## src/rtl/nmos_clk_pkg.sv

```systemverilog
// Shared definitions for the two-phase NMOS clock sequencer: phase states,
// default field widths and the zero-as-one length helper.
package nmos_clk_pkg;

  localparam int unsigned LEN_W_DEF = 8;
  localparam int unsigned CYC_W_DEF = 32;

  typedef enum logic [2:0] {
    IDLE  = 3'd0,
    PH1   = 3'd1,
    GAP12 = 3'd2,
    PH2   = 3'd3,
    GAP21 = 3'd4
  } phase_e;

  // Phase widths of 0 behave as 1 so a phase is never skipped.
  function automatic int unsigned eff_len(input int unsigned len);
    return (len == 0) ? 1 : len;
  endfunction

endpackage

```

## src/rtl/nmos_phase_gen.sv

```systemverilog
// Two-phase non-overlapping C1/C2 sequencer with programmable phase and gap
// widths, free-run, single-step, phase-start strobes and a cycle counter.
module nmos_phase_gen
  import nmos_clk_pkg::*;
#(
  parameter int unsigned LEN_W = LEN_W_DEF,
  parameter int unsigned CYC_W = CYC_W_DEF
) (
  input  logic             main_clk,
  input  logic             rst,
  input  logic             run,
  input  logic             step,
  input  logic [LEN_W-1:0] phi1_len,
  input  logic [LEN_W-1:0] phi2_len,
  input  logic [LEN_W-1:0] gap_len,
  output logic             C1,
  output logic             C2,
  output logic             phi1_start,
  output logic             phi2_start,
  output logic             busy,
  output logic [CYC_W-1:0] cycle_cnt
);

  phase_e           state_q, state_d;
  logic [LEN_W-1:0] cnt_q, cnt_d;
  logic [LEN_W-1:0] p2_q, p2_d;
  logic [LEN_W-1:0] gap_q, gap_d;
  logic             step_pend_q, step_pend_d;
  logic [CYC_W-1:0] cyc_q, cyc_d;
  logic             c1_q, c1_d, c2_q, c2_d;
  logic             s1_q, s1_d, s2_q, s2_d;
  logic             busy_q, busy_d;
  logic             start_cycle, end_cycle, enter_ph2;

  always_comb begin
    state_d     = state_q;
    cnt_d       = cnt_q;
    p2_d        = p2_q;
    gap_d       = gap_q;
    step_pend_d = step_pend_q;
    cyc_d       = cyc_q;
    start_cycle = 1'b0;
    end_cycle   = 1'b0;
    enter_ph2   = 1'b0;

    case (state_q)
      IDLE: begin
        if (run || step) begin
          start_cycle = 1'b1;
          step_pend_d = step;
        end
      end
      PH1: begin
        if (cnt_q == '0) begin
          if (gap_q != '0) begin
            state_d = GAP12;
            cnt_d   = gap_q - LEN_W'(1);
          end else begin
            enter_ph2 = 1'b1;
          end
        end else begin
          cnt_d = cnt_q - LEN_W'(1);
        end
      end
      GAP12: begin
        if (cnt_q == '0) enter_ph2 = 1'b1;
        else             cnt_d = cnt_q - LEN_W'(1);
      end
      PH2: begin
        if (cnt_q == '0) begin
          cyc_d = cyc_q + CYC_W'(1);
          if (gap_q != '0) begin
            state_d = GAP21;
            cnt_d   = gap_q - LEN_W'(1);
          end else begin
            end_cycle = 1'b1;
          end
        end else begin
          cnt_d = cnt_q - LEN_W'(1);
        end
      end
      GAP21: begin
        if (cnt_q == '0) end_cycle = 1'b1;
        else             cnt_d = cnt_q - LEN_W'(1);
      end
      default: state_d = IDLE;
    endcase

    // A pending single-step always ends in IDLE, even with run held high.
    if (end_cycle) begin
      if (run && !step_pend_q) begin
        start_cycle = 1'b1;
      end else begin
        state_d     = IDLE;
        step_pend_d = 1'b0;
      end
    end

    if (enter_ph2) begin
      state_d = PH2;
      cnt_d   = LEN_W'(eff_len(32'(p2_q)) - 1);
    end

    // PH1 length is consumed immediately; PH2/gap lengths are shadowed here.
    if (start_cycle) begin
      state_d = PH1;
      cnt_d   = LEN_W'(eff_len(32'(phi1_len)) - 1);
      p2_d    = phi2_len;
      gap_d   = gap_len;
    end

    c1_d   = (state_d == PH1);
    c2_d   = (state_d == PH2);
    s1_d   = (state_d == PH1) && (state_q != PH1);
    s2_d   = (state_d == PH2) && (state_q != PH2);
    busy_d = (state_d != IDLE);
  end

  always_ff @(posedge main_clk) begin
    if (rst) begin
      state_q     <= IDLE;
      cnt_q       <= '0;
      p2_q        <= '0;
      gap_q       <= '0;
      step_pend_q <= 1'b0;
      cyc_q       <= '0;
      c1_q        <= 1'b0;
      c2_q        <= 1'b0;
      s1_q        <= 1'b0;
      s2_q        <= 1'b0;
      busy_q      <= 1'b0;
    end else begin
      state_q     <= state_d;
      cnt_q       <= cnt_d;
      p2_q        <= p2_d;
      gap_q       <= gap_d;
      step_pend_q <= step_pend_d;
      cyc_q       <= cyc_d;
      c1_q        <= c1_d;
      c2_q        <= c2_d;
      s1_q        <= s1_d;
      s2_q        <= s2_d;
      busy_q      <= busy_d;
    end
  end

  assign C1         = c1_q;
  assign C2         = c2_q;
  assign phi1_start = s1_q;
  assign phi2_start = s2_q;
  assign busy       = busy_q;
  assign cycle_cnt  = cyc_q;

endmodule

```

## config.mk

```make
export PLATFORM = sky130hd
export DESIGN_NAME = nmos_phase_gen
export DESIGN_NICKNAME = d
export VERILOG_FILES = /design/src/rtl/nmos_clk_pkg.sv /design/src/rtl/nmos_phase_gen.sv
export SDC_FILE = /design/constraint.sdc
export NUM_CORES = 1
export LEC_CHECK = 0
export ABC_AREA = 1
export CAP_MARGIN = 15
export CORE_MARGIN = 4
export CORE_UTILIZATION = 55
export CTS_CLUSTER_DIAMETER = 200
export DETAILED_ROUTE_END_ITERATION = 16
export DONT_BUFFER_PORTS = 1
export GPL_TIMING_DRIVEN = 1
export HOLD_SLACK_MARGIN = 0.02
export PLACE_DENSITY = 0.78
export SLEW_MARGIN = 20
export SYNTH_ARGS = -nofsm -noshare
export SYNTH_HDL_FRONTEND = slang
export SYNTH_SLANG_ARGS = --single-unit
```

## constraint.sdc

```tcl
create_clock -name main_clk -period 2.1 [get_ports main_clk]
set_clock_uncertainty 0.05 [all_clocks]
set_input_delay 0.42 -clock main_clk [delete_from_list [all_inputs] [get_ports main_clk]]
set_output_delay 0.42 -clock main_clk [all_outputs]
set_load 0.005 [all_outputs]
```

# Word level (Yosys, flattened, before mapping)
# Index checks and enable logic that the tools add are counted.
# classes
n_addsub,5
eq_ne,10
mux,30
reduce_logical,17
# ops
operator,count
2-to-1 mux 8 bit,7
adder 32 x 1 -> 32 bit (second input constant),1
subtractor 8 x 1 -> 8 bit (second input constant),4
zero test 8 bit,3
2-to-1 mux 3 bit,8
case mux 8 bit (2 select lines),1
2-to-1 mux 1 bit,11
== test 3 x 2 -> 1 bit (second input constant),3
case mux 3 bit (3 select lines),1
nonzero test 8 bit,1
== test 3 x 1 -> 1 bit (second input constant),2
inequality test 5 x 4 -> 1 bit (second input constant),1
inequality test 4 bit (second input constant),1
case mux 1 bit (2 select lines),2
nonzero test 4 bit,1
OR reduction 2 bit,2
== test 3 bit (second input constant),1
logical AND 1 bit,3
zero test 3 bit,1
inequality test 3 x 1 -> 1 bit (second input constant),1
inequality test 3 x 2 -> 1 bit (second input constant),1
AND reduction 3 bit,1
nonzero test 3 bit,1
OR reduction 3 bit,1
3 further kinds,3
# word_totals
ff_bits,65
in_bits,28
output_inout_bits,37
wordCells,73

# Logic depth before layout (Yosys ltp)
# Gate-level depths: netlist of run 1.
# logic_depth
ltp_word,10
mapped_depth,13

# Worst setup path before layout of run 1
# OpenSTA, ideal clock, no wires.
# synth_timing
path_type,input to register
from,input port phi1_len[7]
to,register cnt_q[6]
setup_time_ps,70
t_arrival_ps,1775
t_required_ps,1980
slack_ps,205
cell_stages,10
path_buffers,0
path_cell_list,or2_2 > o21ai_0 > inv_1 > ha_1 > nand4_1 > xor2_1 > inv_1 > nand2_1 > nand3_1 > a21oi_1
# synth_between
elab_chain_len,4
# synth_lines
item,line_no,text
from (decl),nmos_phase_gen.sv:13,"input logic [LEN_W-1:0] phi1_len,"
zero test 8 bit,nmos_clk_pkg.sv:18,return (len == 0) ? 1 : len;
2-to-1 mux 8 bit,nmos_clk_pkg.sv:18,
subtractor 8 x 1 -> 8 bit,nmos_phase_gen.sv:107,cnt_d = LEN_W'(eff_len(32'(phi1_len)) - 1);
2-to-1 mux 8 bit,nmos_phase_gen.sv:105,if (start_cycle) begin
to (signal assigned),nmos_phase_gen.sv:134,cnt_q <= cnt_d;
to (decl),nmos_phase_gen.sv:25,"logic [LEN_W-1:0] cnt_q, cnt_d;"
# No other way between the ends.
# A chain may end at the register's enable or synchronous reset.

# Worst setup path after layout of run 1
# layout_timing
from,register cnt_q[0]
to,register cnt_q[6]
# layout_between
elab_chain_len,6
word_cells_on_any_way,16
# layout_lines
item
"parallel branches: the longest is 6 deep, another holds subtractor 8 x 1 -> 8 bit"
# Several ways; the timed one is not identified. The select of a mux whose other input is x is not followed.

==> results.toml, run 1 <==
[cells_and_area]
fillers = 682
area_growth_pct = 10.4
stdcell_area_sq_um = 4470
layout-drive-gt1-share = 0.0838
final_cell_mix = "nand2_1 (174), nor2_1 (73), inv_1 (70)"
multi_input_area_sq_um = 2410
n_antenna_cell = 0
layout_commonest_cell = "nand2_1"
ff_latch_area_sq_um = 1300
nets = 685

[timing]
setup_ws_ns = 0.137
setup_violations = 0
holdWs_ns = 0.0801
max-slew-margin-rel = 0.625
rsz0062_at_grt = "yes"
worstMarginPinSlew_ns = 0.556
period_share = 0.935
report.final.hold_viol_count = 0
period_minus_slack_ns = 1.96
max_freq_ghz = 0.509
maxSlewViolCount = 0
tns_ns = 0

[route]
drt-wirelength-per-cell_microns = 13.8
detail_route.iter0.violations = 168
remaining_drc_errors = 0
ant_nets = 0
vias = 4042
viasPerCell = 5.35
wl_microns = 10400
firstDrtPassIters = 4

[clocking]
cts.sinks = 65
clk_path_buf_depth = 2
cts_max_level = 3
cts_hold_buffers = 0
clock_latency_ns = 0.35
root_buffer = "clkbuf_8"
cts_buffers = 9
clk_pin_slew_ns = 0.07
cts_tree = "yes"

[logic_synthesis]
yosysTopAreaCell = "dfxtp_1"
synthCells = 642
synthTopCellsByArea = "dfxtp_1 (32%), nand2_1 (16%), nor2_1 (6.9%), inv_1 (6.5%), a21oi_1 (5.9%)"
synth-adder-area-share = 0.0185
synth-compound-area-share = 0.126
synth_mux_area_frac = 0
synthSimpleGateAreaFrac = 0.378
postSynthAreaPerCell_sq_um = 6.31
synthesis.area_sq_um = 4050
yosysUniqueCellTypes = 36
syn-num-nets = 676
ys_seq_elements = 65
yosys_warnings = 0
yosysSeqAreaShare = 0.321
synth_xor_area_frac = 0.0670
synth.top_cell.area_share = 0.321
synth_top_family_by_area = "simple AND/OR/NAND/NOR gates"

[global_route]
grt_max_degree = 35
antenna_found_initial = 0
grt_pass1_wl_microns = 17400
grtUsageTotal = 0.247
grt_pass1_vias = 3837
overflow = 0

[critical_path]
path_depth = 12
critPathCaptureType = "register"
crit_type = "register to register"
rrSetupSlack_ns = 0.14
cp_slowest_cell = "dfxtp_1"
crit_buf_inv = 2
worst_setup_path_start_kind = "register"
cp_top_family = "simple AND/OR/NAND/NOR gates"
critical_path.startpoint = "cnt_q[0]"
crit_end = "cnt_q[6]"
slowest_delay_ns = 0.31
cp.arrival_ns = 2.19
crit_chain = "inv_1, ha_2, nand2_2, nor2_8, nand3_2, nand2_2, nand2_2, nand2_8, nand3_4, inv_4, nand2_1, a21oi_1"
worst_path_most_repeated_cell = "nand2_2"
cp.required_ns = 2.33
worstPathMaxFanout = 15
reg2reg_depth = 12
r2r_end = "cnt_q[6]"
r2r_start = "cnt_q[0]"

[min_path]
hold_class = "input port to register"
whs_path_depth = 1

[power_and_ir_drop]
max-vdd-ir-drop_v = 0.000531
power.total_mw = 3.87
powerDensity_nw_per_um2 = 865
p_leak_nw = 1.85

[place]
io_buffers = 0
hpwlAfterDp_microns = 7880
dpl-instance-area_sq_um = 4210
place.gp.congestion = 0.927
pre_cts_ws_ns = 0.104

[floorplanning]
start_util = 0.562
pin_count = 65
core.rowCount = 31
die_w_microns = 93.8
die_h_microns = 93.8
core_region_area_sq_um = 7210
dieArea_sq_um = 8800

[status]
status = "complete, no violations"

[run]
max-cap-violations = 0
-- cell type report --
type | count | area share
clock inverters | 2 | 0.0134
inverters | 74 | 0.0627
flip-flops and latches | 65 | 0.291
multi-input cells | 487 | 0.540
well taps | 99 | 0.0277
clock buffers | 14 | 0.0364
repair buffers | 14 | 0.0291
-- worst reg2reg max path: cells and delay by family, from the launching register on --
family / cells / cell delay (ns)
adders and majority gates: 1 / 0.23
AOI/OAI and AO/OA: 1 / 0.14
and+or+nand+nor: 8 / 0.95
buffers and inverters: 2 / 0.21
DFF: 1 / 0.31
-- worst min path at each step --
stage	slack [ns]	to	start
floorplan	0.41	p2_q[7]	p2_q[7]
global placement	0.43	p2_q[7]	p2_q[7]
detailed placement	0.42	p2_q[7]	p2_q[7]
CTS	0.07	phi1_start	rst
global route	0.07	cycle_cnt[26]	rst
finish	0.08	phi1_start	rst
-- per-stage QoR --
stage                     instances   util
after floorplan                 642      -
after global placement          738  0.583
after detailed placement        738  0.583
after CTS                       754  0.614
after global routing            755  0.620
final                           755  0.620
-- flip-flops by register name, summed over array words and instances, names as in the netlist --
signal	count
state_q	3
C1	1
phi2_start	1
p2_q	8
step_pend_q	1
gap_q	8
cycle_cnt	32
phi1_start	1
cnt_q	8
C2	1
busy	1
-- power by group --
group / total (mW) / switching, mW / internal [mW] / leakage (nW)
combinational: 1.23 / 0.766 / 0.464 / 1.21
clock: 1.21 / 0.479 / 0.736 / 0.111
sequential: 1.43 / 0.0866 / 1.34 / 0.531
total: 3.87 / 1.33 / 2.54 / 1.85
-- repair_timing --
action                                  4_1_cts  5_1_grt
setup buffers                                 0        1
endpoints found under the setup margin        0       29
resized for setup                             0        7
hold endpoints to repair                      0        0
-- metal layers --
metal	routed length [microns]	global-route usage	part of all wire	up-vias
met3	642	0.0553	0.062	30
met1	4650	0.303	0.45	1793
met4	316	0.129	0.030	0
met2	4790	0.404	0.46	130
met5	0	0	0	-
li1	-	-	-	2089
-- synth_stat cells (all sizes together) --
| cell | n |
|---|---|
| nand2 | 182 |
| nor2 | 82 |
| inv | 73 |
| dfxtp | 65 |
| a21oi | 48 |
| o21ai | 47 |
| nand3 | 44 |
| nor3 | 22 |
| xor2 | 20 |
| nand4 | 15 |
| xnor2 | 11 |
| buf | 8 |
| clkbuf | 8 |
| ha | 6 |
| nand3b | 2 |
| or2 | 2 |
| a22oi | 1 |
| a31oi | 1 |
| clkinv | 1 |
| nor3b | 1 |
| o211ai | 1 |
| o21a | 1 |
| o31ai | 1 |
-- logic make-up after synthesis --
family / count (synthesis)
flops: 65
simple gates: 350
compound gates: 100
xor+xnor: 31
fa+ha+maj: 6
buf+inv: 90
Note: power is estimated with default switching activity, not from simulation.
==> run 2, diff against run 1 <==
ABC_AREA = 0   (was 1)
PLACE_DENSITY = 0.81   (was 0.78)
clock period = 2.4 ns   (was 2.1 ns; I/O delays follow)
==> run 2 against run 1 <==
Final cell count fell by 32%. First-iteration DRC count rose by 88%. Worst hold slack improved by 0.065 ns. Clock power fell by 12%. Flip-flop and latch count did not move. Worst setup slack got worse by 0.0049 ns. Area after synthesis fell by 16%.
==> results.toml, run 2 <==
[cells_and_area]
area_growth_pct = 12.7
layout_commonest_cell = "dfxtp_1"
utilization = 0.645
final_cell_mix = "dfxtp_1 (65), nand2_1 (57), nor2_1 (49)"
layout-drive-gt1-share = 0.114
nets = 468
largest_reg_flops = 32
n_antenna_cell = 0

[critical_path]
critPathCaptureType = "register"
crit_buf_inv = 2
worstPathMaxFanout = 15
cp_slowest_cell = "a211o_2"
cp.arrival_ns = 2.45
crit_chain = "inv_1, ha_1, nor3b_1, buf_4, nand4b_1, a211o_2, nor3_1, a211o_1, a221oi_1"
rrSetupSlack_ns = 0.13
worst_setup_path_start_kind = "register"
cp.required_ns = 2.58
cp_top_family = "simple AND/OR/NAND/NOR gates"
slowest_delay_ns = 0.42
crit_type = "register to register"

[clocking]
cts_max_level = 3
clk_path_buf_depth = 2
clock_latency_ns = 0.35
cts.sinks = 65
cts_hold_buffers = 0
cts_tree = "yes"
cts_buffers = 9
root_buffer = "clkbuf_8"
clk_pin_slew_ns = 0.08

[floorplanning]
core_region_area_sq_um = 5960
dieArea_sq_um = 7530
pin_count = 65
die_w_microns = 86.8
start_util = 0.573
core.rowCount = 28
die_h_microns = 86.8

[timing]
period_minus_slack_ns = 2.27
period_share = 0.945
setup_ws_ns = 0.132
rsz0062_at_grt = "no"
setup_violations = 0
holdWs_ns = 0.145
max-slew-margin-rel = 0.560
maxSlewViolCount = 0
report.final.hold_viol_count = 0
max_freq_ghz = 0.441
tns_ns = 0
worstMarginPinSlew_ns = 0.656

[global_route]
antenna_found_initial = 0
grt_pass1_wl_microns = 13900
grt_pass1_vias = 3005
grt_max_degree = 64
grtUsageTotal = 0.233
overflow = 0

[place]
pre_cts_ws_ns = 0.0811
io_buffers = 0
place.gp.congestion = 0.911
hpwlAfterDp_microns = 5790

[logic_synthesis]
postSynthAreaPerCell_sq_um = 8.03
yosysTopAreaCell = "dfxtp_1"
synth.top_cell.area_share = 0.382
yosysSeqAreaShare = 0.382
synth_edf_count = 0
yosys_warnings = 0
synthSimpleGateAreaFrac = 0.291
synth-compound-area-share = 0.143
synthCells = 425
syn-num-nets = 459
synthFlopType = "dfxtp_1"
synth_xor_area_frac = 0.113
async_flop_share = 0
synth-adder-area-share = 0.0220
synth_top_family_by_area = "simple AND/OR/NAND/NOR gates"
synth_mux_area_frac = 0.0180
synthTopCellsByArea = "dfxtp_1 (38%), xor2_1 (6.7%), nand2_1 (6.4%), nor2_1 (5.4%), a21oi_1 (5.0%)"
ys_seq_elements = 65
yosysUniqueCellTypes = 48
yosysMostFrequentCell = "dfxtp_1"
synthesis.area_sq_um = 3410
synth_common_cells = "dfxtp_1 (65), nand2_1 (58), nor2_1 (49)"

[route]
remaining_drc_errors = 0
wl_microns = 8520
ant_nets = 0
viasPerCell = 6.10
detail_route.iter0.violations = 315
vias = 3135
drt-wirelength-per-cell_microns = 16.6
firstDrtPassIters = 5

[min_path]
hold_class = "input port to register"

[power_and_ir_drop]
p_comb_frac = 0.205
powerDensity_nw_per_um2 = 741
swShare = 0.292
p_switching_mw = 0.831
power.total_mw = 2.85
clkPwrFrac = 0.372
max-vdd-ir-drop_v = 0.000447
p_int_mw = 2.02
seqPwrFrac = 0.423
p_leak_nw = 1.43

[status]
status = "complete, no violations"

[run]
max-cap-violations = 0
==> run 2: path summary, 6_finish.rpt <==
path	start	to	cells after the start
hold / removal	rst	cycle_cnt[17]	1
hold reg to reg	gap_q[1]	gap_q[1]	2
setup / recovery	gap_q[1]	cnt_q[5]	9
setup reg to reg	gap_q[1]	cnt_q[5]	9
==> run 2: timing repair <==
| action | 4_1_cts | 5_1_grt |
|---|---|---|
| endpoints found under the setup margin | 0 | 10 |
| resized for setup | 0 | 8 |
| setup buffers | 0 | 2 |
==> run 2: layout make-up <==
cell class                      instances  area (sq um)
Clock buffer                           10           138
Clock inverter                          6          90.1
Fill cell                             517          2110
Inverter                                7          26.3
Multi-Input combinational cell        332          2040
Sequential cell                        65          1300
Tap cell                               75          93.8
Timing Repair Buffer                   19           155
==> run 2: power groups by stage <==
stage                     Combinational, mW  Clock [mW]  Sequential, mW
after global placement                0.534           0            1.22
after CTS                             0.555        1.08            1.20
after floorplan                       0.408           0            1.21
final                                 0.584        1.06            1.20
after global routing                  0.640        1.13            1.21
after detailed placement              0.548           0            1.22
==> run 2: routing by layer <==
metal	GRT usage	vias up	wire, microns
met2	0.358	131	3970
met4	0.0751	0	109
met3	0.0684	14	640
met1	0.315	1473	3810
met5	0	-	0
li1	-	1517	-
==> run 2: kinds of logic after synthesis <==
family | count (synthesis)
adders and majority gates | 6
DFF | 65
buffers and inverters | 28
xor gates and xnor gates | 44
muxes | 6
AOI/OAI and AO/OA | 79
and+or+nand+nor | 197
==> run 2: stage by stage <==
| step | area [sq um] | std cells |
|---|---|---|
| 4_1_cts | 3790 | 512 |
| 6_report | 3840 | 514 |
| 3_5_place_dp | 3560 | 496 |
| 3_3_place_gp | 3560 | 496 |
| 5_1_grt | 3840 | 514 |
| 2_1_floorplan | 3410 | 425 |
==> edit 1, RTL diff (flow settings as in run 1) <==
The package constant `CYC_W_DEF` goes from 32 to 36.
--- a/src/rtl/nmos_clk_pkg.sv
+++ b/src/rtl/nmos_clk_pkg.sv
@@ -4,5 +4,5 @@
 
   localparam int unsigned LEN_W_DEF = 8;
-  localparam int unsigned CYC_W_DEF = 32;
+  localparam int unsigned CYC_W_DEF = 36;
 
   typedef enum logic [2:0] {
Ports: changed (resized cycle_cnt); port bits go from 65 to 69. The function was not compared with the original's and may differ.
==> edit 1 against run 1 <==
Power fell by 11%. Die area rose by 8.4%. Largest power group unchanged. Non-clock buffer count fell by 2. Setup slack improved by 0.0047 ns. Sequential cell count rose by 4. Synthesized area rose by 9.2%. First-iteration DRC count fell by 2.4%. Routed wire length rose by 5.2%. Final area rose by 6.2%.
==> edit 1: results (changes against run 1) <==
[clocking]
clock_latency_ns = 0.34
cts_made_buffers = 9  ; unchanged
cts_root_buf = clkbuf_8  ; unchanged
clk_path_buf_depth = 2  ; unchanged
htree_num_levels = 3  ; unchanged
clk_pin_slew_ns = 0.07  ; about the same

[setup_path]
crit_start = cnt_q[0]  ; unchanged
worstSetupEndpoint = cnt_q[5]  ; was cnt_q[6]
slowest_delay_ns = 0.34  ; was 0.31 ns
r2r_setup_slack_ns = 0.14
arrival_ns = 2.15  ; was 2.19 ns
cp_max_fo = 15  ; unchanged
crit_family = simple AND/OR/NAND/NOR gates  ; unchanged
cpMaxStageDelayCell = dfxtp_1  ; unchanged

[yosys]
ys_async_sr_fraction_pct = 0  ; unchanged
synth_xor_area_share_pct = 4.95  ; was 6.70%
synth.cells.most_frequent = 181 x nand2_1, 81 x inv_1, 77 x nor2_1  ; was 174 x nand2_1, 74 x nor2_1, 70 x inv_1
synth.area.top_cells = dfxtp_1 31%, nand2_1 15%, inv_1 6.9%  ; was dfxtp_1 32%, nand2_1 16%, nor2_1 6.9%
yosysWarnings = 0  ; unchanged
avgSynthCellArea_um2 = 6.38  ; was 6.31 um^2
synth_compound_area_share_pct = 13.0  ; was 12.6%
ys.flop_type = dfxtp_1  ; unchanged
netlist-cell-type-count = 42  ; was 36
synth_mux_area_share_pct = 0  ; unchanged
ys_seq_area_share_pct = 31.2  ; was 32.1%
yosys.area_share.adder_pct = 1.70  ; was 1.85%
synth-edff-count = 0  ; unchanged

[layout]
drive_gt1_share_pct = 10.5  ; was 8.38%
fin_nets = 733  ; was 685
diodes = 0  ; unchanged
largest_reg_flops = 36  ; was 32
fillCellCount = 766  ; was 682

[drt]
initialDrtViolationCount = 164  ; was 168
via_per_inst = 5.31  ; was 5.35
dr.pass1.iters = 5  ; was 4
routed-wl-met3_um = 710  ; was 642 um
highest_layer = met4  ; unchanged
vias = 4281  ; was 4042
drt-met1-wl_um = 4560  ; was 4650 um
wl_um = 10900  ; was 10400 um
dr_wl_met2_um = 5390  ; was 4790 um

[hold_path]
hp-class = in2reg  ; unchanged

[place]
dp.cells = 788  ; was 738
portBuffers = 0  ; unchanged
place_area_um2 = 4540  ; was 4210 um^2
gp_congestion = 0.985  ; was 0.927
dp_hpwl_um = 8460  ; was 7880 um

[global_route]
grt_max_degree = 31  ; was 35
use_met2_pct = 39.8  ; was 40.4%
grt_util_met3_pct = 7.39  ; was 5.53%
grt_first_pass_wirelength_um = 18300  ; was 17400 um
grt_usage_pct = 22.9  ; was 24.7%
antenna_found_initial = 0  ; unchanged
grt_pass1_vias = 4043  ; was 3837
grt_util_met1_pct = 26.1  ; was 30.3%

[power]
leakagePower_nw = 1.92  ; was 1.85 nW
peakVddDrop_mv = 0.466  ; was 0.531 mV

[outcome]
outcome = finished clean  ; unchanged

[timing]
relSlewSlack_pct = 67.9  ; was 62.5%

## edit 1: repair_timing
item	CTS	global route
endpoints found under the setup margin	0	27
setup buffers	0	1
hold buffers	0	0
gates resized for setup	0	10
## edit 1: worst min-delay path by stage
stage | from | to | slack [ns] | depth (start not counted)
CTS | rst | cnt_q[7] | 0.07 | 1
floorplan | p2_q[1] | p2_q[1] | 0.41 | 2
finish | rst | cycle_cnt[18] | 0.09 | 1
detailed placement | cnt_q[7] | cnt_q[7] | 0.44 | 2
global placement | cnt_q[7] | cnt_q[7] | 0.43 | 2
global route | rst | cnt_q[7] | 0.07 | 1
## edit 1: logic make-up after synthesis
logic type | Yosys count
adder cells (fa/ha/maj) | 6
XOR/XNOR | 25
AND/OR/NAND/NOR | 374
flip-flops | 69
AO/OA/AOI/OAI | 109
buffers and inverters | 111
## edit 1: where the power goes
group / internal (mW) / leakage, nW / switching [mW]
Sequential: 1.41 / 0.563 / 0.0833
Clock: 0.428 / 0.0784 / 0.474
Combinational: 0.376 / 1.28 / 0.681
## edit 1: metrics by stage
step           setup slack, ns  util (%)  total power [mW]
3_3_place_gp            0.0490      58.5              2.49
2_1_floorplan            0.325         -              2.35
3_5_place_dp            0.0243      58.5              2.51
5_1_grt                0.00545      61.1              3.69
6_report                 0.141      61.1              3.45
4_1_cts                0.00554      60.5              3.42
## edit 1: cell type report
class / instances / area (um^2) / share of cell area [%]
Multi-Input combinational cell: 515 / 2640 / 55.5
Clock inverter: 2 / 10.0 / 0.211
Clock buffer: 14 / 143 / 3.00
Timing Repair Buffer: 12 / 103 / 2.16
Sequential cell: 69 / 1380 / 29.1
Tap cell: 102 / 128 / 2.69
Inverter: 92 / 349 / 7.35
==> edit 2, RTL diff (settings of run 1) <==
Without the edit above. Reset style: asynchronous (`rst`), changed in one clocked block.
--- a/src/rtl/nmos_phase_gen.sv
+++ b/src/rtl/nmos_phase_gen.sv
@@ -117,5 +117,5 @@
   end
 
-  always_ff @(posedge main_clk) begin
+  always_ff @(posedge main_clk or posedge rst) begin
     if (rst) begin
       state_q     <= IDLE;
Behaviour: differs if rst is asserted again (counterexample within 4 cycles, from zero or initial values and one cycle with rst high); with rst held inactive, the same outputs for 10 cycles.
==> edit 2 against run 1 <==
Routed wire length shrank 10%. Power grew 31%. Sequential cell count is the same. Sequential power grew 25%. Synthesized area shrank 0.34%. Sequential share of layout area grew 7.2 points. Largest power group is now combinational cells. Final area grew 0.14%. Setup slack lost 0.00098 ns. Combinational power grew 68%. Die area shrank 0.31%.
==> edit 2: results (changes against run 1) <==
[yosys]
avgSynthCellArea_um2 = 7.31  ; was 6.31 um^2
synth_xor_area_share_pct = 8.46  ; was 6.70%
synth.cells.most_frequent = 172 x nand2_1, 65 x dfrtp_1, 58 x inv_1  ; was 174 x nand2_1, 74 x nor2_1, 70 x inv_1
syn_nets = 586  ; was 676
synth_compound_area_share_pct = 5.92  ; was 12.6%
netlist-cell-type-count = 34  ; was 36
synth.area.top_cells = dfrtp_1 40%, nand2_1 16%, nand3_1 6.1%  ; was dfxtp_1 32%, nand2_1 16%, nor2_1 6.9%
yosys.area_share.adder_pct = 1.86  ; was 1.85%
ys.flop_type = dfrtp_1  ; was dfxtp_1
ys_seq_area_share_pct = 40.3  ; was 32.1%
yosysWarnings = 0  ; unchanged
synth_mux_area_share_pct = 0  ; unchanged
ys_async_sr_fraction_pct = 100  ; was 0%

[setup_path]
cpMaxStageDelayCell = dfrtp_1  ; was dfxtp_1
slowest_delay_ns = 0.38  ; was 0.31 ns
cp_max_fo = 8  ; was 15
crit_family = simple AND/OR/NAND/NOR gates  ; unchanged

[clocking]
cts_root_buf = clkbuf_8  ; unchanged
clk_path_buf_depth = 2  ; unchanged
cts_made_buffers = 9  ; unchanged
htree_num_levels = 3  ; unchanged
clk_pin_slew_ns = 0.07  ; about the same

[layout]
finalNonFillerCells = 667  ; was 755
fillCellCount = 619  ; was 682
drive_gt1_share_pct = 9.46  ; was 8.38%
fin_nets = 600  ; was 685

[global_route]
grt_max_degree = 66  ; was 35
grt_first_pass_wirelength_um = 15700  ; was 17400 um
grt_pass1_vias = 3457  ; was 3837
antenna_found_initial = 0  ; unchanged
grt_usage_pct = 22.3  ; was 24.7%

[place]
dp.cells = 648  ; was 738
gp_congestion = 0.912  ; was 0.927
dp_hpwl_um = 6870  ; was 7880 um
portBuffers = 0  ; unchanged

[power]
peakVddDrop_mv = 0.627  ; was 0.531 mV
leakagePower_nw = 2.17  ; was 1.85 nW

[drt]
vias = 3616  ; was 4042
avgRoutedWirePerCell_um = 14.0  ; was 13.8 um
dr.pass1.iters = 5  ; was 4
initialDrtViolationCount = 242  ; was 168

[hold_path]
hp-class = in2reg  ; unchanged

[timing]
tightest_slew_ns = 0.341  ; was 0.556 ns

[outcome]
outcome = finished clean  ; unchanged

edit 2: cell count changes after synthesis, sizes merged, moves of 3 or more:
cell	before	now
xor2	20	27
nor3	22	17
a21oi	48	5
nand3	44	51
dfrtp	0	65
clkbuf	8	0
o21ai	47	34
dfxtp	65	0
nand2	182	179
nor2	82	64
inv	73	61
edit 2: final timing paths:
kind	from	endpoint	slack [ns]	cells after the start
setup / recovery	cnt_q[1]	cnt_q[2]	0.14	12
hold / removal	gap_len[2]	gap_q[2]	0.14	2
setup reg to reg	cnt_q[1]	cnt_q[2]	0.14	12
hold reg to reg	cnt_q[1]	cnt_q[1]	0.48	2
max in group asynchronous	rst	step_pend_q	1.18	3
min in group asynchronous	rst	cycle_cnt[23]	0.55	3
edit 2: logic make-up after synthesis:
family | Yosys count
AOI/OAI and AO/OA | 43
xor gates and xnor gates | 39
adders and majority gates | 6
buffers and inverters | 69
DFF | 65
and+or+nand+nor | 330
edit 2: power breakdown:
part           switching [mW]  internal, mW
clock                   0.489         0.736
combinational            1.34         0.729
sequential              0.228          1.56
total                    2.06          3.03
edit 2: cell type report:
class                      count  area [um^2]  area share, %
clock buffer                  12          155           3.46
tap                           96          120           2.68
timing repair buffer           9         86.3           1.93
inverter                      62          245           5.47
clock inverter                 4         73.8           1.65
sequential                    65         1630           36.3
multi-input combinational    418         2160           48.3
timing repair inverter         1         8.76          0.196
edit 2: what timing repair did:
item | in CTS | in global routing
buffers inserted | 0 | 1
hold buffers | 1 | 0
pin swaps | 0 | 1
cloned | 0 | 1
setup endpoints to repair | 2 | 26
endpoints found under the hold margin | 65 | 0
gates resized for setup | 1 | 11
edit 2: worst reg2reg max path, stage by stage (launching register included):
cell	delay [ns]
dfrtp_1	0.38
inv_1	0.13
ha_4	0.17
nand2_2	0.10
nor2_8	0.16
nand3_2	0.12
nand2_2	0.11
nand2_2	0.10
nand2_8	0.13
nand2_1	0.10
inv_2	0.16
nand3_1	0.12
nand2_1	0.08
edit 2: metal layers:
metal | up-vias | wire length, um | GRT usage, %
met4 | 0 | 163 | 9.39
met3 | 15 | 678 | 5.05
met5 | - | 0 | 0
li1 | 1792 | - | -
met2 | 124 | 4380 | 35.4
met1 | 1685 | 4140 | 29.2
edit 2: through the flow:
| step | worst slack, ns | utilization [%] | hold WS (ns) | area [um^2] |
|---|---|---|---|---|
| global placement | 0.118 | 60.1 | 0.350 | 4180 |
| floorplan | 0.00355 | - | 0.426 | 4040 |
| global route | 0.00346 | 64.5 | 0.148 | 4480 |
| CTS | 0.0580 | 63.6 | 0.128 | 4420 |
| detailed placement | 0.00342 | 60.1 | 0.355 | 4180 |
| finish | 0.136 | 64.5 | 0.137 | 4480 |
